==> src/rtl/arb8_pkg.sv <==
// Shared types and constants for the 8-way arbiter.
package arb8_pkg;
    localparam int N_REQ = 8;
    localparam int ID_W  = 3;

    typedef enum logic {
        IDLE  = 1'b0,
        GRANT = 1'b1
    } arb_state_t;
endpackage

==> src/rtl/arb8_ctrl_if.sv <==
// Request/grant bundle between requesters (master) and the arbiter (slave).
interface arb8_ctrl_if;
    import arb8_pkg::*;

    logic [N_REQ-1:0] req;
    logic             done;
    logic [N_REQ-1:0] gnt;
    logic [ID_W-1:0]  gnt_id;
    logic             busy;
    logic             expired;
    logic             none;

    modport master (output req, done, input gnt, gnt_id, busy, expired, none);
    modport slave  (input req, done, output gnt, gnt_id, busy, expired, none);
endinterface

==> src/rtl/arb8_ctrl_prio_enc8.sv <==
// 8-to-3 priority encoder; the highest set index wins, none flags an empty input.
module prio_enc8
    import arb8_pkg::*;
(
    input  logic [N_REQ-1:0] i_req,
    output logic [ID_W-1:0]  o_id,
    output logic             o_none
);
    always_comb begin
        o_id = '0;
        for (int i = 0; i < N_REQ; i++) begin
            if (i_req[i]) o_id = ID_W'(i);
        end
    end

    assign o_none = (i_req == '0);
endmodule

==> src/rtl/arb8_ctrl.sv <==
// Single-owner 8-way arbiter with hold timeout.
// Define ARB8_RR_EN for round-robin arbitration; fixed priority (bit 7 highest) otherwise.
module arb8_ctrl
    import arb8_pkg::*;
#(
    parameter int MAX_HOLD = 16
) (
    input  logic        clk,
    input  logic        reset,
    arb8_ctrl_if.slave  bus
);
    localparam logic [7:0] HOLD_LAST = 8'(MAX_HOLD - 1);

    arb_state_t       r_state, w_state_n;
    logic [N_REQ-1:0] r_gnt, w_gnt_n;
    logic [ID_W-1:0]  r_gnt_id, w_id_n;
    logic             r_busy, w_busy_n;
    logic             r_expired, w_exp_n;
    logic [7:0]       r_hold_cnt, w_cnt_n;

    logic [N_REQ-1:0] w_enc_in;
    logic [ID_W-1:0]  w_enc_id, w_win;
    logic             w_none, w_drop, w_to;

`ifdef ARB8_RR_EN
    logic [ID_W-1:0] r_last_id;

    // Rotate so the index just below the last winner lands on bit 7,
    // then add the offset back to recover the real index.
    always_comb begin
        w_enc_in = '0;
        for (int j = 0; j < N_REQ; j++) begin
            w_enc_in[j] = bus.req[ID_W'(j) + r_last_id];
        end
    end
    assign w_win = w_enc_id + r_last_id;

    always_ff @(posedge clk) begin
        if (reset)
            r_last_id <= '0;
        else if (r_state == IDLE && !w_none)
            r_last_id <= w_win;
    end
`else
    assign w_enc_in = bus.req;
    assign w_win    = w_enc_id;
`endif

    prio_enc8 u_enc (
        .i_req  (w_enc_in),
        .o_id   (w_enc_id),
        .o_none (w_none)
    );

    assign w_drop = !bus.req[r_gnt_id];
    assign w_to   = (r_hold_cnt == HOLD_LAST);

    always_comb begin
        w_state_n = r_state;
        w_gnt_n   = r_gnt;
        w_id_n    = r_gnt_id;
        w_busy_n  = r_busy;
        w_exp_n   = 1'b0;
        w_cnt_n   = r_hold_cnt;
        case (r_state)
            IDLE: begin
                if (!w_none) begin
                    w_state_n = GRANT;
                    w_gnt_n   = {{(N_REQ-1){1'b0}}, 1'b1} << w_win;
                    w_id_n    = w_win;
                    w_busy_n  = 1'b1;
                    w_cnt_n   = '0;
                end
            end
            GRANT: begin
                if (bus.done || w_drop || w_to) begin
                    w_state_n = IDLE;
                    w_gnt_n   = '0;
                    w_id_n    = '0;
                    w_busy_n  = 1'b0;
                    // Timeout is only flagged when nothing else caused the release.
                    w_exp_n   = w_to && !bus.done && !w_drop;
                end else if (r_hold_cnt != 8'hFF) begin
                    w_cnt_n = r_hold_cnt + 8'd1;
                end
            end
            default: w_state_n = IDLE;
        endcase
    end

    always_ff @(posedge clk) begin
        if (reset) begin
            r_state    <= IDLE;
            r_gnt      <= '0;
            r_gnt_id   <= '0;
            r_busy     <= 1'b0;
            r_expired  <= 1'b0;
            r_hold_cnt <= '0;
        end else begin
            r_state    <= w_state_n;
            r_gnt      <= w_gnt_n;
            r_gnt_id   <= w_id_n;
            r_busy     <= w_busy_n;
            r_expired  <= w_exp_n;
            r_hold_cnt <= w_cnt_n;
        end
    end

    assign bus.gnt     = r_gnt;
    assign bus.gnt_id  = r_gnt_id;
    assign bus.busy    = r_busy;
    assign bus.expired = r_expired;
    assign bus.none    = w_none;
endmodule

==> src/flat_wrapper.sv <==
// flat-port wrapper written by rule: the top's interface ports become plain ports
module arb8_ctrl_flat import arb8_pkg::*;
#(
    parameter int MAX_HOLD = 16
)
  (clk, reset, bus_req, bus_done, bus_gnt, bus_gnt_id, bus_busy, bus_expired, bus_none);
  arb8_ctrl_if bus_i ();
  input  logic clk;
  input  logic reset;
  input wire logic [$bits(bus_i.req)-1:0] bus_req;
  input wire logic [$bits(bus_i.done)-1:0] bus_done;
  output wire logic [$bits(bus_i.gnt)-1:0] bus_gnt;
  output wire logic [$bits(bus_i.gnt_id)-1:0] bus_gnt_id;
  output wire logic [$bits(bus_i.busy)-1:0] bus_busy;
  output wire logic [$bits(bus_i.expired)-1:0] bus_expired;
  output wire logic [$bits(bus_i.none)-1:0] bus_none;
  assign bus_i.req = bus_req;
  assign bus_i.done = bus_done;
  assign bus_gnt = bus_i.gnt;
  assign bus_gnt_id = bus_i.gnt_id;
  assign bus_busy = bus_i.busy;
  assign bus_expired = bus_i.expired;
  assign bus_none = bus_i.none;
  arb8_ctrl #(.MAX_HOLD(MAX_HOLD)) u_core (.clk(clk), .reset(reset), .bus(bus_i));
endmodule
==> config.mk <==
export PLATFORM = sky130hd
export DESIGN_NAME = arb8_ctrl_flat
export DESIGN_NICKNAME = d
export VERILOG_FILES = /design/src/rtl/arb8_pkg.sv /design/src/rtl/arb8_ctrl_if.sv /design/src/rtl/arb8_ctrl_prio_enc8.sv /design/src/rtl/arb8_ctrl.sv /design/src/flat_wrapper.sv
export SDC_FILE = /design/constraint.sdc
export NUM_CORES = 1
export LEC_CHECK = 0
export CAP_MARGIN = 20
export CORE_UTILIZATION = 44
export DETAILED_ROUTE_END_ITERATION = 10
export PLACE_DENSITY = 0.79
export REMOVE_ABC_BUFFERS = 1
export SYNTH_ARGS = -nofsm -noshare
export SYNTH_HDL_FRONTEND = slang
export SYNTH_SLANG_ARGS = --single-unit
==> constraint.sdc <==
create_clock -name clk -period 2.3 [get_ports clk]
set_input_delay 0.23 -clock clk [delete_from_list [all_inputs] [get_ports clk]]
set_output_delay 0.23 -clock clk [all_outputs]
set_load 0.02 [all_outputs]
==> flow_summary.ini, run 1 <==
[status]
outcome = finished clean

[synthesis]
ys_warn_count = 0
synth-adder-area-share = 0.01129
synth_cell_types = 41
ys_top_cells_by_area = dfxtp_1 40%, a32o_1 4.5%, o31ai_1 4.1%
synthCells = 124
avgSynthCellArea_sq_um = 8.940
synth_top_area_frac = 0.3973
synth_top_area_cell = dfxtp_1
ys_ff_latch = 22
synth_edf_count = 0
synthXorXnorAreaFrac = 0
async_flop_share = 0
synth_top_family_by_area = compound AO/OA/AOI/OAI gates
ys.flop_type = dfxtp_1
synth_compound_area_frac = 0.3115
synth_most_common_cell = dfxtp_1
ys_top_cells_by_count = 22 x dfxtp_1, 10 x nand2_1, 8 x a21oi_1
synth-seq-area-share = 0.3973
synth_mux_area_frac = 0.03837
netlist_area_sq_um = 1109
synthSimpleGateAreaFrac = 0.2099

[worst_hold_path]
hold_class = reg -> reg
hold_depth = 1
hold-path-endpoint = u_core.bus.gnt[1]
hp-start = u_core.bus.gnt[1]

[timing]
fin_crit_sh = 0.9382
max-slew-margin-rel = 0.6474
finalCriticalPeriod_ns = 2.158
rsz0062_at_grt = no
final-setup-viol-count = 0
max_freq_mhz = 463.4
drv_slew = 0
tightest_slew_ns = 0.5222
hold_viol = 0
clock_skew_ns = 0.007488

[detailed_routing]
vias_per_cell = 5.833
routed-wl-met3_um = 100
firstDrtPassIters = 4
met2_length_um = 1400
drt_iter0_markers = 30
drc = 0
highest_layer = met4
vias = 1155
wirelength_um = 2829
wl_met1_um = 1294
wl_per_cell_um = 14.29
ant_nets = 0

[power]
pwr-share-clk = 0.231
powerDensity_nw_per_um2 = 487.2
seqPwrFrac = 0.540
p_leak_nw = 0.6260
p_int_mw = 0.5457
pwr-share-comb = 0.230
switchingPower_mw = 0.2121
sw_frac_of_total = 0.2799
ir_drop_mv = 0.3640

[floorplan]
start_util = 0.4826
row_count = 17
io_pins = 25
die_y_um = 52.20
die_w_um = 52.20
dieArea_sq_um = 2724
placeableCoreArea_sq_um = 2297

[critical_path]
arrival_ns = 2.37
cp_cell_sequence = ha_1, or4b_2, nor3_1, or4_1, nand2_1, a22o_1
r2r_end = u_core.bus.gnt[0]
critPathMaxFanout = 8
worst_ep_required_time_ns = 2.51
critPathKind = reg -> reg
slowest_delay_ns = 0.63
reg2regPathDepth = 6
crit_slowest_cell = or4b_2
rr_startpoint = u_core.r_hold_cnt[0]
endpoint_kind = register
startpoint_type = register
r2r_slack_ns = 0.14

[clock_tree]
path_clk_slew_ns = 0.11
cts_tree = done
cts.sinks = 22
postCtsSetupRepairBufs = 0
cts_made_buffers = 3
htree_levels = 1
clk_path_buf_depth = 2
cts.root.buffer_cell = clkbuf_4
insertion_delay_ns = 0.31

[place]
portBuffers = 24
gp_congestion = 0.8376
hpwl_um = 2212
placed_cells = 195

[global_routing]
grt_overflow = 0
grt_pass1_wl_um = 4843
grt_pass1_vias = 1122
grt_usage = 0.2395
antenna_found_initial = 0
grt_max_degree = 12

[finish]
layout.nets = 184
insertedDiodeCount = 0
drive_above_1_share = 0.1824
syn2layout_area_growth_pct = 40.29
final_core_util = 0.6770
finalNonFillerCells = 198

[job]
cap_violations = 0
-- layout by cell type, fill, tap and decap left out, types with 2 or more instances in the layout --
master           count
clkbuf_4             3
nand2_1             10
mux2_2               2
nor3b_1              2
nand4_1              2
o21ai_0              5
dfxtp_1             22
nor2_1               7
and3_1               3
a21oi_1              8
a32o_1               5
mux2i_1              2
o21ai_1              2
o31ai_1              5
a22o_1               2
nor3_1               3
o211ai_1             2
nor2b_1              2
o311ai_0             2
inv_1                6
buf_4               21
nor4_1               2
nand3b_1             2
nand3_1              2
nand2b_1             2
a41oi_1              2
or4_1                3
clkdlybuf4s50_1     23
a21o_1               3
-- worst max path at each step --
stage                     depth (start not counted)  slack [ns]            startpoint              endpoint
after CTS                                         7        0.14  u_core.r_hold_cnt[0]  u_core.r_hold_cnt[2]
after global placement                            6       -0.03            bus_req[4]  u_core.r_hold_cnt[0]
after floorplan                                   5        0.06  u_core.bus.gnt_id[0]  u_core.r_hold_cnt[4]
after detailed placement                          4       -0.03            bus_req[4]              bus_none
after global routing                              6        0.02  u_core.r_hold_cnt[0]     u_core.bus.gnt[0]
final                                             6        0.14  u_core.r_hold_cnt[0]     u_core.bus.gnt[0]
-- kinds of logic (layout without fill, tap and decap cells) --
family,after synthesis,count (layout)
compound gates,46,46
simple gates,43,43
flops,22,22
buf+inv,8,54
mux,4,4
fa+ha+maj,1,1
-- routing by layer --
metal  track usage  vias up
met3       0.05507        4
met4       0.06579        0
met2        0.4231       23
met5             0        -
met1        0.2885      546
li1              -      582
-- what timing repair did --
action | 4_1_cts | 5_1_grt
endpoints found under the hold margin | 0 | 0
resized for setup | 1 | 1
endpoints found under the setup margin | 1 | 6
hold buffers | 0 | 0
-- power by group through the flow --
stage / Combinational [mW] / Clock (mW) / Sequential (mW)
after global placement: 0.169 / 0 / 0.417
after floorplan: 0.0687 / 0 / 0.428
final: 0.174 / 0.175 / 0.409
after global routing: 0.190 / 0.198 / 0.411
after detailed placement: 0.172 / 0 / 0.417
after CTS: 0.173 / 0.184 / 0.409
-- critical path: cells and delay by family, from the launching register on --
family	cells	cell delay, ns
flip-flops	1	0.36
AND/OR/NAND/NOR	4	1.25
AO/OA/AOI/OAI	1	0.28
adder cells (fa/ha/maj)	1	0.17
-- through the flow --
step / setup WS [ns] / instance area, sq um / hold WS, ns / TNS (ns) / power [mW]
6_report: 0.1421 / 1555 / 0.4658 / 0 / 0.7578
3_5_place_dp: -0.02803 / 1529 / 0.4455 / -0.04205 / 0.5895
5_1_grt: 0.02265 / 1555 / 0.5005 / 0 / 0.7988
4_1_cts: 0.1358 / 1550 / 0.4738 / 0 / 0.7662
2_1_floorplan: 0.06273 / 1096 / 0.2991 / 0 / 0.4967
3_3_place_gp: -0.02777 / 1529 / 0.4372 / -0.04313 / 0.5854
-- state kept, by name (all words and copies together), names as in the netlist --
| register | count |
|---|---|
| u_core.bus.expired | 1 |
| u_core.bus.busy | 1 |
| u_core.bus.gnt_id | 3 |
| u_core.bus.gnt | 8 |
| u_core.r_hold_cnt | 8 |
| u_core.r_state | 1 |
-- cell type report --
cell class / count / area, sq um
timing repair buffer: 45 / 396.6
tap: 28 / 35.03
fill: 197 / 742.0
multi-input combinational: 94 / 638.1
inverter: 6 / 22.52
sequential: 22 / 440.4
clock buffer: 3 / 22.52
No activity file was read; power rests on OpenSTA's default activity.
==> run 2: changes to the inputs <==
- REMOVE_ABC_BUFFERS: 1 -> unset
==> run 2 against run 1 <==
Against the previous run:
- sequential power is essentially flat
- core utilization grew 2.1 points
- non-clock buffer count grew 2
- clock skew shrank 0.0043 ns
- critical path type unchanged
- register-to-register slack lost 0.05 ns
- largest power group unchanged
==> flow_summary.ini, run 2 (same netlist as run 1, synthesis figures left out) <==
[power]
ir_drop_mv = 0.3998
pwr-share-comb = 0.207
seqPwrFrac = 0.460
powerDensity_nw_per_um2 = 553.1
pwr-share-clk = 0.333
p_leak_nw = 0.6643
p_int_mw = 0.6646
p_total_mw = 0.8871
switchingPower_mw = 0.2225
sw_frac_of_total = 0.2508

[global_routing]
grt_pass1_wl_um = 5030
grt_pass1_vias = 1132
grt_usage = 0.2521
antenna_found_initial = 0
grt_overflow = 0
grt_max_degree = 14

[clock_tree]
cts_tree = done
cts_made_buffers = 3
cts_hold_buf = 0
insertion_delay_ns = 0.30
htree_levels = 1
path_clk_slew_ns = 0.13
cts.root.buffer_cell = clkbuf_4
cts.sinks = 22
clk_path_buf_depth = 2

[synthesis]
syn-num-nets = 136

[critical_path]
worst_ep_required_time_ns = 2.51
endpoint_kind = register
critPathMaxFanout = 4
rr_startpoint = u_core.r_hold_cnt[0]
startpoint_type = register
critPathKind = reg -> reg
arrival_ns = 2.42
worstSetupStartpoint = u_core.r_hold_cnt[0]

[finish]
most-common-layout-cells = 23 x clkdlybuf4s50_1, 23 x buf_4, 22 x dfxtp_1, 10 x nand2_1, 8 x a21oi_1
final_cell_area_sq_um = 1604
insertedDiodeCount = 0
seq_area_sq_um = 440.4
multiInputGateArea_sq_um = 638.1
layout.nets = 186
drive_above_1_share = 0.1965
finalNonFillerCells = 201
syn2layout_area_growth_pct = 44.70
fillers = 184

[floorplan]
start_util = 0.4826
io_pins = 25
row_count = 17
die_w_um = 52.20
placeableCoreArea_sq_um = 2297
die_y_um = 52.20
dieArea_sq_um = 2724

[place]
gp_congestion = 0.7974
hpwl_um = 2286
placed_cells = 197
place_area_sq_um = 1544
pre_cts_ws_ns = -0.08431
portBuffers = 24

[detailed_routing]
ant_nets = 0
drt_iter0_markers = 55
wirelength_um = 3141
vias_per_cell = 6.040
firstDrtPassIters = 4
vias = 1214
drc = 0
wl_per_cell_um = 15.63

[job]
cap_violations = 0

[timing]
setup_tns_ns = 0
final-setup-viol-count = 0
max-slew-margin-rel = 0.5625
finalCriticalPeriod_ns = 2.208
max_freq_mhz = 452.9
hold_viol = 0
fin_crit_sh = 0.9601
drv_slew = 0
setup_slack_ns = 0.09182
tightest_slew_ns = 0.6480
clock_skew_ns = 0.003221

[status]
outcome = finished clean

[worst_hold_path]
hold_class = reg -> reg
hp-start = u_core.bus.gnt[1]
-- run 2: power by group through the flow --
| stage | logic (mW) | clock network (mW) | registers (mW) |
|---|---|---|---|
| final | 0.183 | 0.295 | 0.408 |
| after global routing | 0.198 | 0.315 | 0.410 |
| after CTS | 0.181 | 0.301 | 0.408 |
| after detailed placement | 0.180 | 0 | 0.416 |
| after global placement | 0.175 | 0 | 0.415 |
| after floorplan | 0.0733 | 0 | 0.426 |
-- run 2: path summary, 6_finish.rpt --
kind / depth (start not counted) / endpoint / slack (ns)
setup / recovery: 7 / u_core.r_hold_cnt[2] / 0.09
hold / removal: 1 / u_core.bus.gnt[1] / 0.48
setup reg to reg: 7 / u_core.r_hold_cnt[2] / 0.09
hold reg to reg: 1 / u_core.bus.gnt[1] / 0.48
-- run 2: cell type report --
| cell class | instances | area share |
|---|---|---|
| Sequential cell | 22 | 0.2746 |
| Clock inverter | 1 | 0.01872 |
| Multi-Input combinational cell | 94 | 0.3978 |
| Timing Repair Buffer | 47 | 0.2590 |
| Clock buffer | 3 | 0.01404 |
| Inverter | 6 | 0.01404 |
| Tap cell | 28 | 0.02184 |
-- run 2: what timing repair did --
| action | in CTS | in global routing |
|---|---|---|
| gates resized for setup | 0 | 2 |
| buffers inserted | 0 | 0 |
| setup endpoints to repair | 0 | 2 |
-- run 2: metal layers --
metal	vias up	routed length [um]	global-route usage
met5	-	0	0
met4	0	65	0.1053
met3	10	217	0.04058
met2	63	1501	0.4274
met1	550	1356	0.3144
li1	591	-	-
-- run 2: worst max-delay path, stage by stage, from the launching register on --
cell and delay [ns]:
dfxtp_1 0.36, ha_1 0.17, or4b_2 0.64, o31ai_2 0.29
buf_4 0.18, o311a_1 0.19, o21ai_0 0.15, o31ai_1 0.12
-- run 2: metrics by stage --
step | hold slack (ns) | util
finish | 0.4785 | 0.6983
global route | 0.5005 | 0.6983
CTS | 0.4808 | 0.6950
detailed placement | 0.4460 | 0.6721
global placement | 0.4376 | 0.6721
floorplan | 0.2991 | -
